### config.mk
export PLATFORM = sky130hd
export DESIGN_NAME = otfs_frame_scheduler_flat
export DESIGN_NICKNAME = d
export VERILOG_FILES = /design/src/rtl/otfs_pkg.sv /design/src/rtl/otfs_frame_scheduler_if.sv /design/src/rtl/otfs_block_counter.sv /design/src/rtl/otfs_frame_scheduler.sv /design/src/flat_wrapper.sv
export SDC_FILE = /design/constraint.sdc
export NUM_CORES = 1
export LEC_CHECK = 0
export CORE_UTILIZATION = 52
export DETAILED_ROUTE_END_ITERATION = 16
export GPL_ROUTABILITY_DRIVEN = 0
export GPL_TIMING_DRIVEN = 0
export PLACE_DENSITY = 0.84
export SLEW_MARGIN = 30
export SYNTH_ARGS = -nofsm -noshare
export SYNTH_HDL_FRONTEND = slang
export SYNTH_SLANG_ARGS = --single-unit
export TNS_END_PERCENT = 50
### constraint.sdc
create_clock -name Clk -period 3.3 [get_ports Clk]
set_input_delay 0.825 -clock Clk [delete_from_list [all_inputs] [get_ports Clk]]
set_output_delay 0.825 -clock Clk [all_outputs]
set_load 0.02 [all_outputs]
### src/rtl/otfs_pkg.sv
// Shared constants, state encoding and error-bit positions for the OTFS frame scheduler.
package otfs_pkg;

  localparam int LOG2_M    = 6;
  localparam int LOG2_N    = 6;
  localparam int CNT_W     = LOG2_M + LOG2_N;
  localparam int FRAME_LEN = 1 << CNT_W;

  localparam int                   CFG_WIDTH = 8;
  localparam logic [CFG_WIDTH-1:0] CFG_WORD  = 8'h00;

  localparam int ERR_TLAST_UNEXPECTED  = 0;
  localparam int ERR_TLAST_MISSING     = 1;
  localparam int ERR_OUT_LAST_MISALIGN = 2;

  typedef enum logic [2:0] {
    S_IDLE,
    S_CONFIG,
    S_FEED,
    S_DRAIN,
    S_READOUT
  } state_t;

endpackage

### src/rtl/otfs_frame_scheduler_if.sv
// Handshake bundle between the frame scheduler and its symbol source, FFT core, buffer and reader.
interface otfs_frame_scheduler_if #(
  parameter int CNT_W     = otfs_pkg::CNT_W,
  parameter int CFG_WIDTH = otfs_pkg::CFG_WIDTH
);
  logic                 Start;
  logic                 Busy;
  logic                 FrameDone;
  logic [2:0]           ErrStatus;
  logic                 SymValid;
  logic                 SymReady;
  logic [CFG_WIDTH-1:0] CfgTdata;
  logic                 CfgTvalid;
  logic                 CfgTready;
  logic                 FftInValid;
  logic                 FftInReady;
  logic                 FftInLast;
  logic                 FftOutValid;
  logic                 FftOutLast;
  logic                 EvtTlastUnexpected;
  logic                 EvtTlastMissing;
  logic                 BufWrEn;
  logic [CNT_W-1:0]     BufWrAddr;
  logic                 RdStart;
  logic                 RdDone;

  // Scheduler side.
  modport master (
    input  Start, SymValid, CfgTready, FftInReady, FftOutValid, FftOutLast,
           EvtTlastUnexpected, EvtTlastMissing, RdDone,
    output Busy, FrameDone, ErrStatus, SymReady, CfgTdata, CfgTvalid,
           FftInValid, FftInLast, BufWrEn, BufWrAddr, RdStart
  );

  // Environment side.
  modport slave (
    output Start, SymValid, CfgTready, FftInReady, FftOutValid, FftOutLast,
           EvtTlastUnexpected, EvtTlastMissing, RdDone,
    input  Busy, FrameDone, ErrStatus, SymReady, CfgTdata, CfgTvalid,
           FftInValid, FftInLast, BufWrEn, BufWrAddr, RdStart
  );
endinterface

### src/rtl/otfs_block_counter.sv
// Frame-position counter with FFT-block-last and frame-last flags.
module otfs_block_counter #(
  parameter int LOG2_M = 6,
  parameter int LOG2_N = 6
) (
  input  logic                     clk,
  input  logic                     srst,
  input  logic                     clr,
  input  logic                     en,
  output logic [LOG2_M+LOG2_N-1:0] count,
  output logic                     block_last,
  output logic                     frame_last
);

  // NOTE: sequential state is assigned with <= so all flops update from pre-edge values.
  always_ff @(posedge clk) begin
    if (srst || clr) begin
      count <= '0;
    end else if (en) begin
      count <= count + 1'b1;
    end
  end

  assign block_last = &count[LOG2_M-1:0];
  assign frame_last = &count;

endmodule

### src/rtl/otfs_frame_scheduler.sv
// Sequences one OTFS frame through the FFT: config write, gated symbol feed, output capture, readout hand-off.
module otfs_frame_scheduler
  import otfs_pkg::*;
#(
  parameter int                   LOG2_M    = otfs_pkg::LOG2_M,
  parameter int                   LOG2_N    = otfs_pkg::LOG2_N,
  parameter int                   CFG_WIDTH = otfs_pkg::CFG_WIDTH,
  parameter logic [CFG_WIDTH-1:0] CFG_WORD  = otfs_pkg::CFG_WORD
) (
  input  logic                   Clk,
  input  logic                   Srst,
  otfs_frame_scheduler_if.master bus
);

  localparam int CNT_W = LOG2_M + LOG2_N;

  state_t           state, state_nxt;
  logic             rd_start_q, rd_start_nxt;
  logic             done_q, done_nxt;
  logic [2:0]       err_q, err_nxt;
  logic             feed, collect, start_ok, in_xfer, out_take, out_frame_end;
  logic             in_block_last, in_frame_last, out_block_last, out_frame_last;
  logic [CNT_W-1:0] in_count_unused, out_count;

  assign feed          = (state == S_FEED);
  assign collect       = feed || (state == S_DRAIN);
  assign start_ok      = (state == S_IDLE) && bus.Start;
  assign in_xfer       = feed && bus.SymValid && bus.FftInReady;
  assign out_take      = collect && bus.FftOutValid;
  assign out_frame_end = out_take && out_frame_last;

  // The input position is only consumed through its last flags.
  otfs_block_counter #(.LOG2_M(LOG2_M), .LOG2_N(LOG2_N)) u_in_cnt (
    .clk        (Clk),
    .srst       (Srst),
    .clr        (start_ok),
    .en         (in_xfer),
    .count      (in_count_unused),
    .block_last (in_block_last),
    .frame_last (in_frame_last)
  );

  otfs_block_counter #(.LOG2_M(LOG2_M), .LOG2_N(LOG2_N)) u_out_cnt (
    .clk        (Clk),
    .srst       (Srst),
    .clr        (start_ok),
    .en         (out_take),
    .count      (out_count),
    .block_last (out_block_last),
    .frame_last (out_frame_last)
  );

  // NOTE: every always_comb output gets a default first so no path can infer a latch.
  always_comb begin
    state_nxt    = state;
    rd_start_nxt = 1'b0;
    done_nxt     = 1'b0;
    case (state)
      S_IDLE:    if (bus.Start) state_nxt = S_CONFIG;
      S_CONFIG:  if (bus.CfgTready) state_nxt = S_FEED;
      S_FEED: begin
        if (in_xfer && in_frame_last) begin
          if (out_frame_end) begin
            state_nxt    = S_READOUT;
            rd_start_nxt = 1'b1;
          end else begin
            state_nxt = S_DRAIN;
          end
        end
      end
      S_DRAIN: begin
        if (out_frame_end) begin
          state_nxt    = S_READOUT;
          rd_start_nxt = 1'b1;
        end
      end
      S_READOUT: begin
        // FrameDone is issued while still in READOUT so Busy covers it.
        if (done_q) state_nxt = S_IDLE;
        else if (bus.RdDone) done_nxt = 1'b1;
      end
      default:   state_nxt = S_IDLE;
    endcase
  end

  always_comb begin
    err_nxt = start_ok ? 3'b000 : err_q;
    if (bus.EvtTlastUnexpected) err_nxt[ERR_TLAST_UNEXPECTED] = 1'b1;
    if (bus.EvtTlastMissing)    err_nxt[ERR_TLAST_MISSING]    = 1'b1;
    if (out_take && (bus.FftOutLast != out_block_last)) err_nxt[ERR_OUT_LAST_MISALIGN] = 1'b1;
  end

  always_ff @(posedge Clk) begin
    if (Srst) begin
      state      <= S_IDLE;
      rd_start_q <= 1'b0;
      done_q     <= 1'b0;
      err_q      <= '0;
    end else begin
      state      <= state_nxt;
      rd_start_q <= rd_start_nxt;
      done_q     <= done_nxt;
      err_q      <= err_nxt;
    end
  end

  assign bus.Busy       = (state != S_IDLE);
  assign bus.FrameDone  = done_q;
  assign bus.RdStart    = rd_start_q;
  assign bus.ErrStatus  = err_q;
  assign bus.CfgTvalid  = (state == S_CONFIG);
  assign bus.CfgTdata   = (state == S_CONFIG) ? CFG_WORD : '0;
  assign bus.FftInValid = feed && bus.SymValid;
  assign bus.SymReady   = feed && bus.FftInReady;
  assign bus.FftInLast  = feed && in_block_last;
  assign bus.BufWrEn    = out_take;
  assign bus.BufWrAddr  = out_count;

endmodule

### src/flat_wrapper.sv
// flat-port wrapper written by rule: the top's interface ports become plain ports
module otfs_frame_scheduler_flat import otfs_pkg::*;
#(
  parameter int                   LOG2_M    = otfs_pkg::LOG2_M,
  parameter int                   LOG2_N    = otfs_pkg::LOG2_N,
  parameter int                   CFG_WIDTH = otfs_pkg::CFG_WIDTH,
  parameter logic [CFG_WIDTH-1:0] CFG_WORD  = otfs_pkg::CFG_WORD
)
  (Clk, Srst, bus_Start, bus_SymValid, bus_CfgTready, bus_FftInReady, bus_FftOutValid, bus_FftOutLast, bus_EvtTlastUnexpected, bus_EvtTlastMissing, bus_RdDone, bus_Busy, bus_FrameDone, bus_ErrStatus, bus_SymReady, bus_CfgTdata, bus_CfgTvalid, bus_FftInValid, bus_FftInLast, bus_BufWrEn, bus_BufWrAddr, bus_RdStart);
  otfs_frame_scheduler_if #(.CFG_WIDTH(CFG_WIDTH)) bus_i ();
  input  logic Clk;
  input  logic Srst;
  input wire logic [$bits(bus_i.Start)-1:0] bus_Start;
  input wire logic [$bits(bus_i.SymValid)-1:0] bus_SymValid;
  input wire logic [$bits(bus_i.CfgTready)-1:0] bus_CfgTready;
  input wire logic [$bits(bus_i.FftInReady)-1:0] bus_FftInReady;
  input wire logic [$bits(bus_i.FftOutValid)-1:0] bus_FftOutValid;
  input wire logic [$bits(bus_i.FftOutLast)-1:0] bus_FftOutLast;
  input wire logic [$bits(bus_i.EvtTlastUnexpected)-1:0] bus_EvtTlastUnexpected;
  input wire logic [$bits(bus_i.EvtTlastMissing)-1:0] bus_EvtTlastMissing;
  input wire logic [$bits(bus_i.RdDone)-1:0] bus_RdDone;
  output wire logic [$bits(bus_i.Busy)-1:0] bus_Busy;
  output wire logic [$bits(bus_i.FrameDone)-1:0] bus_FrameDone;
  output wire logic [$bits(bus_i.ErrStatus)-1:0] bus_ErrStatus;
  output wire logic [$bits(bus_i.SymReady)-1:0] bus_SymReady;
  output wire logic [$bits(bus_i.CfgTdata)-1:0] bus_CfgTdata;
  output wire logic [$bits(bus_i.CfgTvalid)-1:0] bus_CfgTvalid;
  output wire logic [$bits(bus_i.FftInValid)-1:0] bus_FftInValid;
  output wire logic [$bits(bus_i.FftInLast)-1:0] bus_FftInLast;
  output wire logic [$bits(bus_i.BufWrEn)-1:0] bus_BufWrEn;
  output wire logic [$bits(bus_i.BufWrAddr)-1:0] bus_BufWrAddr;
  output wire logic [$bits(bus_i.RdStart)-1:0] bus_RdStart;
  assign bus_i.Start = bus_Start;
  assign bus_i.SymValid = bus_SymValid;
  assign bus_i.CfgTready = bus_CfgTready;
  assign bus_i.FftInReady = bus_FftInReady;
  assign bus_i.FftOutValid = bus_FftOutValid;
  assign bus_i.FftOutLast = bus_FftOutLast;
  assign bus_i.EvtTlastUnexpected = bus_EvtTlastUnexpected;
  assign bus_i.EvtTlastMissing = bus_EvtTlastMissing;
  assign bus_i.RdDone = bus_RdDone;
  assign bus_Busy = bus_i.Busy;
  assign bus_FrameDone = bus_i.FrameDone;
  assign bus_ErrStatus = bus_i.ErrStatus;
  assign bus_SymReady = bus_i.SymReady;
  assign bus_CfgTdata = bus_i.CfgTdata;
  assign bus_CfgTvalid = bus_i.CfgTvalid;
  assign bus_FftInValid = bus_i.FftInValid;
  assign bus_FftInLast = bus_i.FftInLast;
  assign bus_BufWrEn = bus_i.BufWrEn;
  assign bus_BufWrAddr = bus_i.BufWrAddr;
  assign bus_RdStart = bus_i.RdStart;
  otfs_frame_scheduler #(.LOG2_M(LOG2_M), .LOG2_N(LOG2_N), .CFG_WIDTH(CFG_WIDTH), .CFG_WORD(CFG_WORD)) u_core (.Clk(Clk), .Srst(Srst), .bus(bus_i));
endmodule
# Word level (Yosys, flattened, before mapping)
# Index checks and enable logic that the tools add are counted.
# totals
ff_bits,32
in_bits,11
out_inout_bits,31
wordCells,58
# classes
addsub,2
eq_ne,10
n_mux,15
n_bitwise,1
n_reduce_logical,22
# ops
cell,count
$add 12x1->12 const B,2
$reduce_and 12->1,2
$mux 3,7
$pmux 3 s5,1
$reduce_and 6->1,2
$logic_and 1x1->1,9
$eq 3x2->1 const B,2
$mux 1,6
$ne 2x2->1 const B,3
$reduce_bool 2->1,3
$reduce_and 5->1,1
$ne 2x1->1 const B,2
$eq 3x1->1 const B,1
$eq 3x3->1 const B,1
$logic_not 3->1,1
$reduce_bool 3->1,1
$reduce_or 3->1,1
$logic_or 1x1->1,2
$pmux 1 s2,1
$ne 1x1->1,1
$not 1->1,1

# Longest topological paths before layout
# Gate-level depths: netlist of the first run.
# logic_depth
depth_word,7
mapped_depth,6
depth_no_buf,5

# By module
# Synthesis of the first run repeated with hierarchy kept, for this count alone.
# unflattened
hier_cells,186
hier_area_um2,1610.3
# by_module_without_submodules
module,instances,cells_per_inst,area_per_inst_um2,seq_area_each_um2
otfs_block_counter,2,62,554.3,240.2
otfs_frame_scheduler,1,62,501.7,160.2

# Worst setup path after synthesis of the first run
# Ideal clock, no wire load.
# synth_timing
kind,register -> output
start,register u_core.state[0]
end,output bus_FftInLast
arrival_ps,1402
t_required_ps,2475
slack_ps,1073
path_stages_with_launch,5
n_path_buf,2
path_cell_list,dfxtp_1 -> buf_6 -> or3b_1 -> buf_2 -> nor3_1
# synth_between
elab_chain_len,2
# synth_rtl
item,line_no,rtl
start: declaration,otfs_frame_scheduler.sv:17,"state_t state, state_nxt;"
start signal: assignment,otfs_frame_scheduler.sv:100,state <= state_nxt;
$eq 3x2->1,otfs_frame_scheduler.sv:25,assign feed = (state == S_FEED);
$logic_and 1x1->1,otfs_frame_scheduler.sv:115,assign bus.FftInLast = feed && in_block_last;
end: declaration,flat_wrapper.sv:29,output wire logic [$bits(bus_i.FftInLast)-1:0] bus_FftInLast;
# No other way between the ends.

# Worst setup path in the final report of the first run
# layout_timing
start,input bus_FftOutValid
end,output bus_BufWrEn
# layout_between
elab_chain_len,1
# layout_rtl
item,line_no,rtl
start: declaration,flat_wrapper.sv:17,input wire logic [$bits(bus_i.FftOutValid)-1:0] bus_FftOutValid;
$logic_and 1x1->1,otfs_frame_scheduler.sv:29,assign out_take = collect && bus.FftOutValid;
end: declaration,flat_wrapper.sv:30,output wire logic [$bits(bus_i.BufWrEn)-1:0] bus_BufWrEn;
# No other way between the ends.

==> out/metrics.json, run 1 <==
{
  "outcome": "complete, no violations",
  "layout.core_utilization": 0.708,
  "timing.final.setup_violations": 0,
  "yosysWarningCount": 0,
  "synth_common_cells": "dfxtp_1, nor2_1, nand2_1",
  "number_of_distinct_library_cell_variants_in_the_gate_level_netlist_after_synthesis": 50,
  "ctsResizeCount": 0,
  "yosysTopAreaCellShare": 0.383,
  "switching_share": 0.273,
  "worst_ir_drop_vdd_mv": 0.420,
  "grt_pass1_wl_mm": 5.53,
  "cts.sink_count": 32,
  "synth_top_family_by_area": "simple AND/OR/NAND/NOR gates",
  "grt_antenna_before_repair": 0,
  "cellPowerDensity_nw_per_um2": 411,
  "global_route.usage.total": 0.216,
  "dp_hpwl_mm": 2.42,
  "power.static_leakage_nw": 0.774,
  "synth_edf_count": 0,
  "seq_power_share": 0.453,
  "simple_gate_area_share_of_the_yosys_netlist": 0.316,
  "internal_power_uw": 645,
  "synthCells": 189,
  "holdBufCountCts": 0,
  "post_synth_xor_area_fraction": 0.0785,
  "post_cts_setup_driven_buffer_insertion_count": 0,
  "critical_path.most_common_cell": "clkdlybuf4s50_1",
  "power.switching_uw": 242,
  "dpl-instance-area_um2": 2080,
  "fin_total_pwr_uw": 888,
  "largest_fanout_on_the_critical_path": 5,
  "clock_power_share": 0.330,
  "timing.critical_path.to_type": "output pin",
  "grt_pass1_vias": 1258,
  "crit_path_max_delay_cell_type": "clkdlybuf4s50_1",
  "port_buffers": 33,
  "most_repeated_cell_in_the_gate_level_netlist_after_synthesis": "dfxtp_1",
  "hold_path_class": "register to register",
  "areaGrowthSynthToFinish_pct": 29.2,
  "drtIter0Drc": 46,
  "die_height_um": 58.7,
  "clock_skew_ns": 0.0142,
  "min_period_over_period": 0.978,
  "achievable-frequency_ghz": 0.310,
  "layout_cell_area_excl_fill_um2": 2160,
  "cts.path.max_buffers": 2,
  "timing_worst_setup_path_type": "input pin to output pin",
  "period_needed_ns": 3.23,
  "largest_area_contributor_in_the_netlist": "dfxtp_1",
  "clk_latency_ns": 0.34,
  "clk_pin_slew_ns": 0.11,
  "avg_wl_per_cell_um": 11.5,
  "detailed_routing_iteration_count_for_the_pre_antenna_repair_pass": 4,
  "grt.overflow.total": 0,
  "routed_via_density": 5.16,
  "postSynthRegisterBits": 32,
  "antenna_violating_nets_post_route": 0,
  "grt_setup_unrepaired": "false",
  "drc": 0,
  "postSynthAreaPerCell_um2": 8.85,
  "mappedNetlistArea_um2": 1670,
  "chipWidth_um": 58.7,
  "row_count": 20,
  "drive_gt1_frac": 0.148,
  "synth_top_flop_cell": "dfxtp_1",
  "tritoncts": "built",
  "routed_wirelength_mm": 3.25,
  "ff2ff_setup_slack_ns": 1.33,
  "num_vias": 1449,
  "synth-compound-area-share": 0.101,
  "die_area_um2": 3450,
  "ioPinCount": 42,
  "count_of_inserted_antenna_diode_cells": 0,
  "worstPathCellList": "clkdlybuf4s50_1 > and3b_1 > clkbuf_1 > clkdlybuf4s50_1",
  "final_max_slew_viol_count": 0,
  "synthArstFlopShare": 0,
  "synth_adder_area_share": 0.0150,
  "combPwrFrac": 0.216,
  "yosysSeqAreaShare": 0.383,
  "grt_start_max_net_pins": 11,
  "worst-endpoint-required_ns": 2.47,
  "worst_slack_ns": 0.0734,
  "dpl_worst_slack_ns": 0.0733,
  "yosys-mux-area-fraction": 0.0180,
  "cts_root_buffer": "clkbuf_4",
  "fp.coreArea_um2": 3050,
  "htree_levels": 2,
  "start_kind": "input pin",
  "final.setup.tns_ns": 0,
  "final_hold_viol_count": 0,
  "post_synth_main_area_contributors": "dfxtp_1, nor2_1, xnor2_1, buf_4, xor2_1",
  "fin_nets": 249,
  "cp_slowest_stage_delay_ns": 0.66,
  "cts-buffers-inserted": 5,
  "worstPathArrival_ns": 2.40,
  "initial_utilization": 0.548,
  "drv_cap": 0
}
## stage by stage
step | instances | hold WS [ns]
CTS | 281 | 0.485
detailed placement | 273 | 0.459
global route | 281 | 0.490
floorplan | 196 | 0.456
global placement | 273 | 0.449
finish | 281 | 0.476
## sequential cells by signal, indices dropped and copies added (netlist names)
register	flops
u_core.bus.FrameDone	1
u_core.u_in_cnt.count	12
u_core.bus.RdStart	1
u_core.bus.ErrStatus	3
u_core.state	3
u_core.u_out_cnt.count	12
## power groups by stage
stage          Combinational [mW]  Sequential (mW)  Clock (mW)
2_1_floorplan               0.125            0.415           0
3_3_place_gp                0.191            0.411           0
3_5_place_dp                0.192            0.411           0
4_1_cts                     0.193            0.402       0.301
5_1_grt                     0.209            0.404       0.315
6_report                    0.192            0.402       0.293
## path summary, 6_finish.rpt
path / from / depth (start not counted) / end
worst max-delay path: bus_FftOutValid / 4 / bus_BufWrEn
worst min-delay path: u_core.bus.ErrStatus[2] / 1 / u_core.bus.ErrStatus[2]
worst max register to register: u_core.u_out_cnt.count[0] / 5 / u_core.state[1]
worst min register to register: u_core.bus.ErrStatus[2] / 1 / u_core.bus.ErrStatus[2]
## cells by family (layout without fill, tap and decap cells)
group / Yosys count / count (layout)
AOI/OAI and AO/OA: 26 / 26
adders and majority gates: 2 / 2
other: 1 / 8
DFF: 32 / 32
buffers and inverters: 21 / 62
and+or+nand+nor: 89 / 89
muxes: 3 / 3
xor gates and xnor gates: 15 / 15
## critical path: cells and delay by family
| family | cells | cell delay [ns] |
|---|---|---|
| and+or+nand+nor | 1 | 0.17 |
| buffers and inverters | 3 | 1.42 |
## placed cells by master, fill, tap and decap left out, drive strengths merged, types with 9 or more instances in the layout
cell type and n:
dfxtp 32, xnor2 9, buf 14, nor2 25, clkdlybuf4s50 33, nand2 11, clkbuf 9, nand3 10
## cell type report
class / count / area (µm²)
repair buffers: 33 / 330
inverters: 4 / 15.0
fillers: 268 / 892
clock inverters: 2 / 35.0
flip-flops and latches: 32 / 641
well taps: 44 / 55.1
clock buffers: 6 / 41.3
multi-input cells: 143 / 913
plain buffers: 17 / 130
## layer usage
layer  vias to the layer above  wire length, µm  GRT usage
met5                         -                0          0
met4                         0               70      0.136
met3                         7              165     0.0462
met2                        41             1500      0.343
met1                       645             1510      0.265
li1                        756                -          -
(Power assumes the default switching activity.)
==> inputs of run 2 (changes only) <==
--- a/config.mk
+++ b/config.mk
@@ -10,7 +10,7 @@
 export GPL_ROUTABILITY_DRIVEN = 0
 export GPL_TIMING_DRIVEN = 0
 export PLACE_DENSITY = 0.84
-export SLEW_MARGIN = 30
+export SLEW_MARGIN = 20
 export SYNTH_ARGS = -nofsm -noshare
 export SYNTH_HDL_FRONTEND = slang
 export SYNTH_SLANG_ARGS = --single-unit
==> results of run 2 <==
Same layout as run 1: the final DEF is identical, and so are final timing and power.
==> inputs of run 3 (changes only) <==
--- a/config.mk
+++ b/config.mk
@@ -5,11 +5,10 @@
 export SDC_FILE = /design/constraint.sdc
 export NUM_CORES = 1
 export LEC_CHECK = 0
-export CORE_UTILIZATION = 52
+export CORE_UTILIZATION = 38
 export DETAILED_ROUTE_END_ITERATION = 16
 export GPL_ROUTABILITY_DRIVEN = 0
 export GPL_TIMING_DRIVEN = 0
-export PLACE_DENSITY = 0.84
 export SLEW_MARGIN = 20
 export SYNTH_ARGS = -nofsm -noshare
 export SYNTH_HDL_FRONTEND = slang
==> out/metrics.json, run 3 (same netlist as run 1, synthesis figures left out) <==
{
  "outcome": "complete, no violations",
  "fin_nets": {"value": 249, "change": "unchanged"},
  "routed_via_density": {"value": 5.10, "change": "-1.1%"},
  "antenna_violating_nets_post_route": {"value": 0, "change": "unchanged"},
  "cts.sink_count": {"value": 32, "change": "unchanged"},
  "start_kind": "input pin",
  "grt_setup_unrepaired": "false",
  "ctsResizeCount": {"value": 0, "change": "unchanged"},
  "cellPowerDensity": {"value": 414, "unit": "nW/µm²", "change": "+0.91%"},
  "seq_power_share": {"value": 0.445, "change": "-0.008"},
  "cts.path.max_buffers": {"value": 2, "change": "unchanged"},
  "combPwrFrac": {"value": 0.215, "change": "about the same"},
  "drive_gt1_frac": {"value": 0.143, "change": "-0.00422"},
  "routed_wirelength": {"value": 3.62, "unit": "mm", "change": "+11%"},
  "final_max_slew_viol_count": {"value": 0, "change": "unchanged"},
  "worst-endpoint-required": {"value": 2.47, "unit": "ns", "change": "about the same"},
  "ioPinCount": {"value": 42, "change": "unchanged"},
  "worst_ir_drop_vdd": {"value": 0.186, "unit": "mV", "change": "-56%"},
  "holdBufCountCts": {"value": 0, "change": "unchanged"},
  "cts_root_buffer": "clkbuf_8",
  "timing.final.setup_violations": {"value": 0, "change": "unchanged"},
  "timing_worst_setup_path_type": "input pin to output pin",
  "min_period_over_period": {"value": 0.882, "change": "-0.0962"},
  "die_area": {"value": 4670, "unit": "µm²", "change": "+35%"},
  "global_route.usage.total": {"value": 0.171, "change": "-0.0443"},
  "clk_pin_slew": {"value": 0.06, "unit": "ns", "change": "-0.05 ns"},
  "final.setup.tns": {"value": 0, "unit": "ns", "change": "unchanged"},
  "post_cts_setup_driven_buffer_insertion_count": {"value": 0, "change": "unchanged"},
  "detailed_routing_iteration_count_for_the_pre_antenna_repair_pass": {"value": 4, "change": "unchanged"},
  "drc": {"value": 0, "change": "unchanged"},
  "clock_skew": {"value": 0.00718, "unit": "ns", "change": "-0.00701 ns"},
  "chipWidth": {"value": 68.4, "unit": "µm", "change": "+16%"},
  "dpl_worst_slack": {"value": 0.0436, "unit": "ns", "change": "-0.0297 ns"},
  "cts-buffers-inserted": {"value": 5, "change": "unchanged"},
  "fin_total_pwr": {"value": 906, "unit": "µW", "change": "+2.0%"},
  "power.static_leakage": {"value": 0.795, "unit": "nW", "change": "+2.7%"},
  "grt_pass1_vias": {"value": 1331, "change": "+5.8%"},
  "achievable-frequency": {"value": 0.344, "unit": "GHz", "change": "+11%"},
  "dp_hpwl": {"value": 2.69, "unit": "mm", "change": "+11%"},
  "final_hold_viol_count": {"value": 0, "change": "unchanged"},
  "port_buffers": {"value": 33, "change": "unchanged"},
  "grt.overflow.total": {"value": 0, "change": "unchanged"},
  "largest_fanout_on_the_critical_path": {"value": 4, "change": "-1"},
  "switching_share": {"value": 0.275, "change": "+0.00199"},
  "grt_pass1_wl": {"value": 5.85, "unit": "mm", "change": "+5.7%"},
  "timing.critical_path.to_type": "output pin",
  "fp.coreArea": {"value": 4120, "unit": "µm²", "change": "+35%"},
  "worst_slack": {"value": 0.391, "unit": "ns", "change": "+0.317 ns"},
  "internal_power": {"value": 656, "unit": "µW", "change": "+1.7%"},
  "biggestRegsByFlops": "u_core.u_in_cnt.count x12, u_core.u_out_cnt.count x12",
  "htree_levels": {"value": 2, "change": "unchanged"},
  "initial_utilization": {"value": 0.407, "change": "-0.141"},
  "areaGrowthSynthToFinish_pct": 30.6,
  "drtIter0Drc": {"value": 55, "change": "+20%"},
  "layout.cells.most_common_list": "clkdlybuf4s50_1, dfxtp_1, nor2_1, nand2_1",
  "die_height": {"value": 68.4, "unit": "µm", "change": "+16%"},
  "period_needed": {"value": 2.91, "unit": "ns", "change": "-0.317 ns"},
  "clk_latency": {"value": 0.28, "unit": "ns", "change": "-0.06 ns"},
  "power.switching": {"value": 249, "unit": "µW", "change": "+2.8%"},
  "worstPathArrival": {"value": 2.08, "unit": "ns", "change": "-0.32 ns"},
  "grt_start_max_net_pins": {"value": 11, "change": "unchanged"},
  "hold_path_class": "register to register",
  "grt_antenna_before_repair": {"value": 0, "change": "unchanged"},
  "clock_power_share": {"value": 0.340, "change": "+0.010"},
  "drv_cap": {"value": 0, "change": "unchanged"},
  "num_vias": {"value": 1463, "change": "+0.97%"},
  "avg_wl_per_cell": {"value": 12.6, "unit": "µm", "change": "+9.1%"},
  "row_count": {"value": 23, "change": "+15%"},
  "tritoncts": "built",
  "count_of_inserted_antenna_diode_cells": {"value": 0, "change": "unchanged"}
}
==> run 3: changes by cell type in the layout (fill, tap and decap cells not counted) <==
cell	previous run	this run
clkinv_2	1	0
clkbuf_4	6	1
bufinv_16	1	0
clkdlybuf4s50_1	33	32
dlymetal6s2s_1	0	1
clkbuf_1	3	4
clkbuf_8	0	6
==> run 3: per-stage QoR <==
stage	hold WS [ns]	cells	instance area (µm²)	util
CTS	0.468	287	2180	0.530
floorplan	0.456	196	1700	-
finish	0.462	287	2180	0.531
detailed placement	0.453	279	2090	0.508
global placement	0.448	279	2090	0.508
global route	0.496	287	2180	0.531
==> run 3: layer usage <==
layer  wire length (µm)  vias to the layer above  global-route usage
met5                  0                        -                   0
met4                 55                        0              0.0781
met3                131                        7              0.0367
met2               1760                       31               0.308
met1               1670                      676               0.191
li1                   -                      749                   -
==> run 3: worst paths after layout <==
kind	cells after the start	to	slack [ns]	from
worst max-delay path	3	bus_SymReady	0.39	bus_FftInReady
worst min-delay path	1	u_core.bus.ErrStatus[2]	0.46	u_core.bus.ErrStatus[2]
worst max register to register	5	u_core.state[1]	1.32	u_core.u_out_cnt.count[0]
worst min register to register	1	u_core.bus.ErrStatus[2]	0.46	u_core.bus.ErrStatus[2]
==> run 3: layout make-up <==
class	instances	area, µm²
buffer	17	130
clock buffer	8	90.1
fill	387	1930
inverter	4	15.0
multi-input combinational	143	913
sequential	32	641
tap	50	62.6
timing repair buffer	33	333
==> run 3: critical path, cell delays in order <==
cell             delay, ns
clkdlybuf4s50_1       0.51
and2_2                0.15
clkdlybuf4s50_1       0.59
==> run 3: power groups by stage <==
| stage | logic, mW | registers [mW] | clock network, mW |
|---|---|---|---|
| 4_1_cts | 0.197 | 0.403 | 0.320 |
| 3_5_place_dp | 0.196 | 0.412 | 0 |
| 2_1_floorplan | 0.125 | 0.415 | 0 |
| 5_1_grt | 0.213 | 0.404 | 0.334 |
| 3_3_place_gp | 0.192 | 0.411 | 0 |
| 6_report | 0.195 | 0.403 | 0.308 |
